--- src/rtl/tdc_acc_if.sv ---
// Result handshake between tdc_acc and the digital back end.
// The producer drives valid/sum/last/ovf; the consumer drives ready.
interface tdc_acc_if #(
  parameter int unsigned CNT_W = 8,
  parameter int unsigned ACC_W = 16
);
  logic             out_valid;
  logic             out_ready;
  logic [ACC_W-1:0] out_sum;
  logic [CNT_W-1:0] out_last;
  logic             out_ovf;

  modport master (
    output out_valid,
    output out_sum,
    output out_last,
    output out_ovf,
    input  out_ready
  );

  modport slave (
    input  out_valid,
    input  out_sum,
    input  out_last,
    input  out_ovf,
    output out_ready
  );
endinterface

--- src/rtl/tdc_acc.sv ---
// Start/stop TDC that sums N_ACC clk-quantised delays into one saturating result.
// Define TDC_SYNC_EN to add a 2-flop synchroniser on start/stop ahead of rise detection.
module tdc_acc #(
  parameter int unsigned CNT_W = 8,
  parameter int unsigned T_MAX = 255,
  parameter int unsigned N_ACC = 4,
  parameter int unsigned ACC_W = 16
) (
  input  logic         clk,
  input  logic         rst,
  input  logic         en,
  input  logic         start,
  input  logic         stop,
  tdc_acc_if.master    res
);

  localparam int unsigned SW = (N_ACC > 1) ? $clog2(N_ACC) : 1;
  localparam logic [CNT_W-1:0] TMax = CNT_W'(T_MAX);
  localparam logic [SW-1:0]    LastIdx = SW'(N_ACC - 1);

  typedef enum logic [2:0] {StIdle, StArmed, StCount, StAcc, StDone} state_e;

  logic start_in, stop_in;

`ifdef TDC_SYNC_EN
  logic start_m_q, stop_m_q;

  always_ff @(posedge clk) begin
    if (rst) begin
      start_m_q <= 1'b0;
      stop_m_q  <= 1'b0;
    end else begin
      start_m_q <= start;
      stop_m_q  <= stop;
    end
  end

  assign start_in = start_m_q;
  assign stop_in  = stop_m_q;
`else
  assign start_in = start;
  assign stop_in  = stop;
`endif

  logic start_s_q, start_s_q_d, stop_s_q, stop_s_q_d;
  logic start_rise, stop_rise;

  always_ff @(posedge clk) begin
    if (rst) begin
      start_s_q   <= 1'b0;
      start_s_q_d <= 1'b0;
      stop_s_q    <= 1'b0;
      stop_s_q_d  <= 1'b0;
    end else begin
      start_s_q   <= start_in;
      start_s_q_d <= start_s_q;
      stop_s_q    <= stop_in;
      stop_s_q_d  <= stop_s_q;
    end
  end

  assign start_rise = start_s_q & ~start_s_q_d;
  assign stop_rise  = stop_s_q & ~stop_s_q_d;

  state_e           state_q;
  logic [CNT_W-1:0] cnt_q, count_q, last_q;
  logic [SW-1:0]    samp_q;
  logic [ACC_W-1:0] acc_q;
  logic             ovf_q, valid_q;
  logic [ACC_W:0]   sum_ext;
  logic [CNT_W-1:0] cnt_inc;

  // One spare bit catches the carry that signals saturation.
  assign sum_ext = {1'b0, acc_q} + (ACC_W + 1)'(count_q);
  assign cnt_inc = cnt_q + 1'b1;

  always_ff @(posedge clk) begin
    if (rst) begin
      state_q <= StIdle;
      cnt_q   <= '0;
      count_q <= '0;
      last_q  <= '0;
      samp_q  <= '0;
      acc_q   <= '0;
      ovf_q   <= 1'b0;
      valid_q <= 1'b0;
    end else begin
      unique case (state_q)
        StIdle: begin
          valid_q <= 1'b0;
          if (en) state_q <= StArmed;
        end
        StArmed: begin
          if (!en) begin
            state_q <= StIdle;
          end else if (start_rise) begin
            cnt_q <= '0;
            if (stop_rise) begin
              count_q <= '0;
              state_q <= StAcc;
            end else begin
              state_q <= StCount;
            end
          end
        end
        StCount: begin
          // cnt_q lags the elapsed cycle count by one, so compare against cnt_q + 1.
          if (stop_rise) begin
            count_q <= cnt_inc;
            state_q <= StAcc;
          end else if (cnt_inc == TMax) begin
            count_q <= TMax;
            ovf_q   <= 1'b1;
            state_q <= StAcc;
          end else begin
            cnt_q <= cnt_inc;
          end
        end
        StAcc: begin
          if (sum_ext[ACC_W]) begin
            acc_q <= '1;
            ovf_q <= 1'b1;
          end else begin
            acc_q <= sum_ext[ACC_W-1:0];
          end
          last_q <= count_q;
          samp_q <= samp_q + 1'b1;
          if (samp_q == LastIdx) begin
            valid_q <= 1'b1;
            state_q <= StDone;
          end else begin
            state_q <= StArmed;
          end
        end
        StDone: begin
          if (res.out_ready) begin
            acc_q   <= '0;
            samp_q  <= '0;
            ovf_q   <= 1'b0;
            valid_q <= 1'b0;
            state_q <= en ? StArmed : StIdle;
          end
        end
        default: state_q <= StIdle;
      endcase
    end
  end

  assign res.out_valid = valid_q;
  assign res.out_sum   = acc_q;
  assign res.out_last  = last_q;
  assign res.out_ovf   = ovf_q;

endmodule

--- src/flat_wrapper.sv ---
// flat-port wrapper written by rule: the top's interface ports become plain ports
module tdc_acc_flat 
#(
  parameter int unsigned CNT_W = 8,
  parameter int unsigned T_MAX = 255,
  parameter int unsigned N_ACC = 4,
  parameter int unsigned ACC_W = 16
)
  (clk, rst, en, start, stop, res_out_valid, res_out_sum, res_out_last, res_out_ovf, res_out_ready);
  tdc_acc_if #(.CNT_W(CNT_W), .ACC_W(ACC_W)) res_i ();
  input  logic clk;
  input  logic rst;
  input  logic en;
  input  logic start;
  input  logic stop;
  output wire logic [$bits(res_i.out_valid)-1:0] res_out_valid;
  output wire logic [$bits(res_i.out_sum)-1:0] res_out_sum;
  output wire logic [$bits(res_i.out_last)-1:0] res_out_last;
  output wire logic [$bits(res_i.out_ovf)-1:0] res_out_ovf;
  input wire logic [$bits(res_i.out_ready)-1:0] res_out_ready;
  assign res_out_valid = res_i.out_valid;
  assign res_out_sum = res_i.out_sum;
  assign res_out_last = res_i.out_last;
  assign res_out_ovf = res_i.out_ovf;
  assign res_i.out_ready = res_out_ready;
  tdc_acc #(.CNT_W(CNT_W), .T_MAX(T_MAX), .N_ACC(N_ACC), .ACC_W(ACC_W)) u_core (.clk(clk), .rst(rst), .en(en), .start(start), .stop(stop), .res(res_i));
endmodule
--- config.mk ---
export PLATFORM = sky130hd
export DESIGN_NAME = tdc_acc_flat
export DESIGN_NICKNAME = d
export VERILOG_FILES = /design/src/rtl/tdc_acc_if.sv /design/src/rtl/tdc_acc.sv /design/src/flat_wrapper.sv
export SDC_FILE = /design/constraint.sdc
export NUM_CORES = 1
export LEC_CHECK = 0
export BUFFER_PORTS_ARGS = -buffer_cell sky130_fd_sc_hd__buf_2
export CAP_MARGIN = 20
export CORE_MARGIN = 8
export CORE_UTILIZATION = 60
export CTS_BUF_LIST = sky130_fd_sc_hd__clkbuf_4
export DETAILED_ROUTE_END_ITERATION = 10
export GPL_ROUTABILITY_DRIVEN = 0
export PLACE_DENSITY = 0.83
export SETUP_SLACK_MARGIN = 0.05
export SYNTH_ARGS = -nofsm -noshare
export SYNTH_HDL_FRONTEND = slang
export SYNTH_SLANG_ARGS = --single-unit
--- constraint.sdc ---
create_clock -name clk -period 2.8 [get_ports clk]
set_input_delay 0.42 -clock clk [delete_from_list [all_inputs] [get_ports clk]]
set_output_delay 0.42 -clock clk [all_outputs]
set_load 0.005 [all_outputs]
==> qor.yml <==
layout:
  diodes: 0
  multi_input_area_sq_mm: 0.001627
  seq_area_sq_mm: 0.001021
  layout-drive-gt1-share: 0.1711
  nets: 356
  fin_cells: 391
  synthToLayoutAreaGrowth_pct: 10.04
  num-fill-cells: 354
yosys:
  ys_types: 67
  async_flop_share: 0
  synth_ff_type: "dfxtp_1"
  synthesis.area_sq_mm: 0.002730
  synth-seq-cells: 51
  synth-warning-count: 0
  synth_edf_count: 0
  syn_inst: 312
  synth_seq_area_share: 0.3740
  syn_area_per_cell_sq_um: 8.750
  synth_nets: 330
routing:
  drt_pass1_iterations: 4
  routed_via_density: 6.118
  vias: 2392
  drt_wl_total_mm: 6.107
  drc_errors: 0
  drt-initial-drc-count: 148
  ant_nets: 0
  wl_per_cell_um: 15.62
global_route:
  first_global_vias: 2273
  grt-ovfl-total: 0
  grtUsageMet2: 0.2999
  top_usage_layer: "met2"
  met3_usage: 0.04590
  grt_max_degree: 41
  use_met1: 0.2102
  track_usage: 0.1759
  antenna_found_initial: 0
  grt_pass1_wl_mm: 10.58
floorplan:
  die_area_sq_mm: 0.006965
  initial_core_util: 0.6227
  dieWidth_um: 83.46
  coreArea_sq_mm: 0.004384
  die_h_um: 83.46
  placementRows: 24
  io_pins: 32
sta:
  setup_viol: 0
  fmax_ghz: 0.4118
  relSlewSlack: 0.5191
  finalSetupTns_ps: 0
  whs_ps: 241.0
  fin_crit_sh: 0.8673
  rsz0062_at_grt: "no"
  drv_slew: 0
  setup_slack_ps: 371.5
  worst_slew_pin_slew_ps: 721.3
  finalCriticalPeriod_ps: 2429
  final_hold_viol_count: 0
  finClkSkew_ps: 25.74
hold_path:
  holdCritPathClass: "input port to flop"
  whs_path_depth: 2
  hold_start: "start"
  whs_endpoint: "u_core.start_s_q"
worst_setup_path:
  r2r_slack_ps: 370
  critPathCaptureType: "flop"
  rr_worst_depth: 7
  worst-path-max-fanout: 10
  criticalPathCategory: "flop to flop"
  cp.arrival_ps: 2690
  r2r-start: "u_core.res.out_sum[0]"
  cp.required_ps: 3060
  reg2reg_to: "u_core.res.out_sum[7]"
  cp-start-kind: "flop"
clock_network:
  cts_setup_buffers: 0
  clk_pin_slew_worst_paths_ps: 170
  cts_sinks: 51
  cts_tree: "built"
  htree_levels: 2
  holdBufCountCts: 0
  cts_root_buffer: "clkbuf_4"
  ctsResizeCount: 0
  clock_latency_ps: 380
  cts_inserted_buffers: 5
  cts_buffer_depth: 2
run_status:
  status: "complete, no violations"
placed_design:
  portBuffers: 31
  dp.final_hpwl_mm: 4.371
  dp_slack_ps: 381.2
  dpl.cell_count: 383
power_and_ir_drop:
  p_leak_uw: 0.001252
  p_per_area_mw_per_mm2: 420.6
  ir_drop_uv: 235.4
flow_run:
  drv_cap: 0
synth_stat cells, types with 2 or more instances:
master / number / area, sq um
a31oi_1: 3 / 18.77
ha_1: 11 / 137.6
o21ai_0: 4 / 20.02
nand3b_1: 3 / 22.52
o211a_1: 6 / 60.06
a41o_1: 2 / 20.02
nand4_1: 2 / 12.51
clkbuf_1: 15 / 56.30
o22ai_1: 4 / 25.02
o2bb2ai_1: 4 / 35.03
nor3_1: 6 / 30.03
a21o_1: 4 / 30.03
a211o_1: 3 / 26.28
buf_1: 2 / 7.510
mux2i_1: 3 / 30.03
or3_1: 3 / 18.77
xnor2_1: 7 / 61.31
o21a_1: 2 / 15.01
o211ai_1: 4 / 30.03
a31o_1: 5 / 43.79
nand2b_1: 4 / 25.02
nor2_1: 16 / 60.06
and3_1: 5 / 31.28
nor2b_1: 7 / 43.79
nand3_1: 10 / 50.05
a21oi_1: 32 / 160.2
or2_2: 3 / 18.77
nand2_1: 34 / 127.6
dfxtp_1: 51 / 1021
a22oi_1: 2 / 15.01
o311ai_0: 2 / 17.52
xor2_1: 3 / 26.28
inv_1: 4 / 15.01
and2_1: 4 / 25.02
a41oi_1: 2 / 17.52
a211oi_1: 9 / 67.56
where the power goes:
part | switching (uW) | internal [uW] | total [uW]
sequential | 11.9 | 735 | 747
clock | 250 | 189 | 439
combinational | 47.5 | 30.3 | 77.9
total | 309 | 954 | 1260
how the worst max path moves through the flow:
stage / to / slack (ps) / from
global placement: u_core.res.out_sum[7] / 460 / u_core.res.out_sum[0]
global route: u_core.res.out_sum[7] / 230 / u_core.res.out_sum[0]
CTS: u_core.res.out_sum[3] / 380 / u_core.res.out_sum[0]
floorplan: u_core.res.out_sum[14] / 620 / u_core.res.out_sum[0]
detailed placement: u_core.res.out_sum[3] / 380 / u_core.res.out_sum[0]
finish: u_core.res.out_sum[7] / 370 / u_core.res.out_sum[0]
stage by stage:
stage / total power [uW] / utilization / cell area (sq um)
2_1_floorplan: 817.8 / - / 2730
3_3_place_gp: 838.8 / 0.6670 / 2924
3_5_place_dp: 840.4 / 0.6670 / 2924
4_1_cts: 1270 / 0.6852 / 3004
5_1_grt: 1309 / 0.6852 / 3004
6_report: 1264 / 0.6852 / 3004
layout make-up:
| type | instances | area share |
|---|---|---|
| Clock buffer | 5 | 0.01249 |
| Sequential cell | 51 | 0.3399 |
| Tap cell | 52 | 0.02166 |
| Timing Repair Buffer | 36 | 0.06414 |
| Multi-Input combinational cell | 239 | 0.5414 |
| Clock inverter | 3 | 0.01416 |
| Inverter | 5 | 0.006247 |
layout by cell type (no fill, tap or decap), types with 3 or more instances in the layout:
cell / synthesis / layout
a211o_1: 3 / 3
a211oi_1: 9 / 9
a21o_1: 4 / 4
a21oi_1: 32 / 32
a31o_1: 5 / 5
a31oi_1: 3 / 3
and2_1: 4 / 4
and3_1: 5 / 5
buf_2: 0 / 31
buf_4: 0 / 5
clkbuf_4: 0 / 5
dfxtp_1: 51 / 51
ha_1: 11 / 11
inv_1: 4 / 4
mux2i_1: 3 / 3
nand2_1: 34 / 34
nand2b_1: 4 / 4
nand3_1: 10 / 10
nand3b_1: 3 / 3
nor2_1: 16 / 16
nor2b_1: 7 / 7
nor3_1: 6 / 6
o211a_1: 6 / 6
o211ai_1: 4 / 4
o21ai_0: 4 / 4
o22ai_1: 4 / 4
o2bb2ai_1: 4 / 4
or2_2: 3 / 3
or3_1: 3 / 3
xnor2_1: 7 / 7
xor2_1: 3 / 3
critical path, stage by stage, from the launching register on:
cell and delay [ps]:
dfxtp_1 360, ha_1 230, fa_1 410, a21o_1 220, a221oi_2 410, a21oi_2 240, nor2_1 330, a211oi_1 130
logic make-up after synthesis:
kind of cell,after synthesis,synth area share
AO/OA/AOI/OAI,104,0.2773
XOR/XNOR,11,0.03804
adder cells (fa/ha/maj),12,0.05774
buffers and inverters,22,0.03024
flip-flops,51,0.3740
multiplexers,4,0.01512
AND/OR/NAND/NOR,108,0.2076
registers in the layout, summed over array words and instances (netlist names):
register / cells
u_core.state_q: 3
u_core.count_q: 8
u_core.samp_q: 2
u_core.stop_s_q: 1
u_core.res.out_ovf: 1
u_core.start_s_q_d: 1
u_core.cnt_q: 8
u_core.res.out_last: 8
u_core.res.out_sum: 16
u_core.start_s_q: 1
u_core.res.out_valid: 1
u_core.stop_s_q_d: 1
routing by layer:
metal / vias up / share of wire
met5: - / 0
met4: 0 / 0.0067
met3: 4 / 0.037
met2: 40 / 0.49
met1: 1137 / 0.47
li1: 1211 / -
Power figures use the tool's default switching activity.
